`config.mk`:
```
export PLATFORM = sky130hd
export DESIGN_NAME = cdc_mem_gray_sync
export DESIGN_NICKNAME = d
export VERILOG_FILES = /design/src/rtl/cdc_mem_gray_sync.sv
export SDC_FILE = /design/constraint.sdc
export NUM_CORES = 1
export LEC_CHECK = 0
export BUFFER_PORTS_ARGS = -buffer_cell sky130_fd_sc_hd__buf_2
export CAP_MARGIN = 20
export CORE_MARGIN = 4
export CORE_UTILIZATION = 55
export DETAILED_ROUTE_END_ITERATION = 16
export PLACE_DENSITY = 0.76
export SYNTH_ARGS = -nofsm -noshare
export SYNTH_HDL_FRONTEND = slang
export SYNTH_SLANG_ARGS = --single-unit
```
`constraint.sdc`:
```
create_clock -name clk -period 3.2 [get_ports clk]
set_clock_uncertainty 0.1 [all_clocks]
set_input_delay 0.48 -clock clk [delete_from_list [all_inputs] [get_ports clk]]
set_output_delay 0.48 -clock clk [all_outputs]
set_load 0.01 [all_outputs]
```
`src/rtl/cdc_mem_gray_sync.sv`:
```
// Async-FIFO core: 2**ADDR_W x DATA_W memory, binary-to-Gray pointer encoder, Gray pointer synchronizer.
// Optional macro RDATA_REG_EN registers the read port (1-cycle latency, read-before-write).
module cdc_mem_gray_sync #(
  parameter int DATA_W      = 4,
  parameter int ADDR_W      = 7,
  parameter int PTR_W       = 8,
  parameter int SYNC_STAGES = 2
) (
  input  logic              clk,
  input  logic              rst,
  input  logic              wclken,
  input  logic [ADDR_W-1:0] waddr,
  input  logic [DATA_W-1:0] wdata,
  input  logic [ADDR_W-1:0] raddr,
  output logic [DATA_W-1:0] rdata,
  input  logic [PTR_W-1:0]  ptr_bin,
  output logic [PTR_W-1:0]  ptr_gray,
  input  logic [PTR_W-1:0]  sync_in,
  output logic [PTR_W-1:0]  sync_out
);

  localparam int DEPTH = 1 << ADDR_W;

  function automatic logic [PTR_W-1:0] bin2gray(input logic [PTR_W-1:0] b);
    return b ^ (b >> 1);
  endfunction

  logic [DATA_W-1:0] r_mem [DEPTH];
  logic [PTR_W-1:0]  r_sync [SYNC_STAGES];

  // Reset wins over a write in the same cycle.
  always_ff @(posedge clk) begin
    if (rst) begin
      for (int i = 0; i < DEPTH; i++) r_mem[i] <= '0;
    end else if (wclken) begin
      r_mem[waddr] <= wdata;
    end
  end

`ifdef RDATA_REG_EN
  logic [DATA_W-1:0] r_rdata;

  // Registered read samples the pre-edge word, so a colliding write returns old data.
  always_ff @(posedge clk) begin
    if (rst) r_rdata <= '0;
    else     r_rdata <= r_mem[raddr];
  end

  assign rdata = r_rdata;
`else
  assign rdata = r_mem[raddr];
`endif

  assign ptr_gray = bin2gray(ptr_bin);

  // Plain flop chain: no logic between stages, sync_in never reaches sync_out combinationally.
  always_ff @(posedge clk) begin
    if (rst) begin
      for (int k = 0; k < SYNC_STAGES; k++) r_sync[k] <= '0;
    end else begin
      r_sync[0] <= sync_in;
      for (int k = 1; k < SYNC_STAGES; k++) r_sync[k] <= r_sync[k-1];
    end
  end

  assign sync_out = r_sync[SYNC_STAGES-1];

endmodule

```
==> out/metrics.csv <==
metric,value,unit
Cell Rows,77,
Pre-Repair DR Iteration Count,5,
layout net count,1623,
Max-slew headroom,0.4971,
CP Data Required Time,2.62,ns
"Net Count, Synth",1693,
final worst setup slack,-0.4090,ns
clock-pin transition on the worst setup and hold timing paths,0.06,ns
Worst setup SP type,flip-flop,
worst-path cell chain,mux4_2 > mux4_2 > mux4_2 > mux2_4 > buf_6,
Min Hold Slack,0.1777,ns
Achievable Freq,0.2771,GHz
min cycle time layout,3.609,ns
Post-DP Area,25910,µm²
DP HPWL,34.90,mm
die width,221.5,µm
Tot GR Track Use,0.2360,
"critical path fanouts, max",1,
synth unique cells,21,
1st-iter DRT viols,2115,
layout cells sized above 1,0.2370,
Hold WC Path Type,input pin to flip-flop,
worst skew pair latency,0.59,ns
final setup TNS,-1.583,ns
drt via density,6.707,
core area,44610,µm²
# setup viols final,4,
TritonCTS clock tree,built,
most frequent cells in the layout,"edfxtp_1, and3_1, mux4_2",
worst-case clock buffer depth,3,
DRC errors left,0,
PortBufs,56,
largest area contributor in the netlist,edfxtp_1,
PwrDens,546.9,nW/µm²
clk sink count,528,
RSZ-0062 raised after global routing,true,
vias in the first global route,14460,
"flops & latches, synth",528,
post-synthesis cell area,25060,µm²
maximum vdd drop,0.4161,mV
cell leakage power,11.57,nW
failing checks,negative setup slack,
crit path max-delay cell type,mux4_2,
vias,14900,
FILL cells,3111,
"slowest stage delay, CP",0.54,ns
Initial Util,0.5618,
area added between synthesis and finish,10.47,%
outcome,finished with violations,
pin count of the biggest net entering global routing,79,
DR WL/cell,26.24,µm
die area,49040,µm²
CP arrival,3.03,ns
grt ovf,0,
RePlAce Congestion,0.8194,
Post-Synthesis Cells,1656,
Max Cap Viol,0,
clk root buf,clkbuf_16,
I/O Pins,57,
largest cells by area after synthesis,"edfxtp_1, mux4_2, and3_1, a21o_1, clkbuf_1",
CP Capture Type,output port,
cts bufs inserted,54,
yosys warns,0,
H-tree depth,2,
first-pass GRT wire length,90.41,mm
Die H,221.5,µm
Mean Syn Cell Area,15.13,µm²
sequential fraction of the synthesis area,0.6263,
Yosys top cell area share,0.6135,
Post-Route WL,58.30,mm
"commonest non-fill, non-tap cell in the layout",edfxtp_1,
initial antenna violation count,4,
Final Hold Vio Count,0,
Final Cycle Share,1.128,
most common cell type on the critical path,mux4_2,
CP Class,flip-flop to output port,
total power of the final layout,15.14,mW
antenna-violating nets left,0,
max-slew violation count,0,
final instance area,27680,µm²
worst-margin pin slew,0.7475,ns
[path summary, 6_finish.rpt]
check | startpoint | endpoint | slack [ns] | cells past startpoint
setup / recovery | r_mem[15][2]$_SDFFCE_PN0P_ | rdata[2] | -0.41 | 5
hold reg to reg | r_sync[0][4]$_SDFF_PP0_ | r_sync[0][12]$_SDFF_PP0_ | 0.34 | 1
hold / removal | rst | r_sync[0][5]$_SDFF_PP0_ | 0.18 | 2
setup reg to reg | r_sync[0][1]$_SDFF_PP0_ | r_sync[0][9]$_SDFF_PP0_ | 2.56 | 1
[layout make-up]
class	instances	area, µm²	area share
sequential	528	15700	0.5670
multi-input combinational	881	8473	0.3061
clock buffer	65	1393	0.05031
timing repair buffer	120	1169	0.04222
tap	592	740.7	0.02676
clock inverter	34	205.2	0.007413
inverter	1	3.754	0.0001356
antenna	1	2.502	0.00009040
[layer usage]
metal / GRT usage / share of wire / up-vias
li1: - / - / 6330
met1: 0.3372 / 0.39 / 7712
met2: 0.3887 / 0.50 / 754
met3: 0.03644 / 0.085 / 100
met4: 0.06002 / 0.022 / 6
met5: 0 / 0.00070 / -
[sequential cells by signal (all words and copies together), names as in the netlist]
signal and flops:
r_mem 512, r_sync 16
[cells in the mapped netlist]
cell      number
nand2b_1       7
or3_1          1
buf_1          9
nor2b_1       17
xor2_1         7
buf_4         12
mux2_2         4
edfxtp_1     512
and3_1       484
mux4_2       168
inv_1          1
buf_2         11
nor4_1         3
a21o_1       120
nand2_1        3
nor2_1        10
dfxtp_1       16
nor3_1        17
or2_2          8
clkbuf_1     214
and2_1        32
[power by group]
group | switching, mW | internal [mW] | total [mW] | leakage [nW]
logic | 0.698 | 0.593 | 1.29 | 5.79
clock network | 2.62 | 3.18 | 5.80 | 0.780
registers | 0.134 | 7.91 | 8.05 | 4.99
[critical path: cells and delay by family (launching register included)]
kind	cells	cell delay [ns]
muxes	4	1.86
DFF	1	0.43
buffers and inverters	1	0.13
[cell families (layout without fill, tap and decap cells)]
logic type | count (synthesis) | count (layout) | synth area share
flops | 528 | 528 | 0.6263
simple gates | 582 | 582 | 0.1431
other cells | 0 | 1 | 0
buf+inv | 247 | 220 | 0.03934
xor+xnor | 7 | 7 | 0.002447
compound gates | 120 | 120 | 0.03595
mux | 172 | 172 | 0.1528
[through the flow]
step | util | std cells | setup WS, ns
5_1_grt | 0.6206 | 2222 | -0.4458
3_5_place_dp | 0.5810 | 2113 | -0.4677
3_3_place_gp | 0.5810 | 2113 | -0.4460
4_1_cts | 0.6206 | 2221 | -0.4336
2_1_floorplan | - | 1656 | 0.008552
6_report | 0.6206 | 2222 | -0.4090
[timing repair]
item,CTS,global route
endpoints found under the setup margin,4,4
endpoints found under the hold margin,8,0
cloned,1,0
hold buffers,8,0
pin swaps,0,0
setup buffers,0,0
gates resized for setup,10,1
No activity file was read; power rests on OpenSTA's default activity.
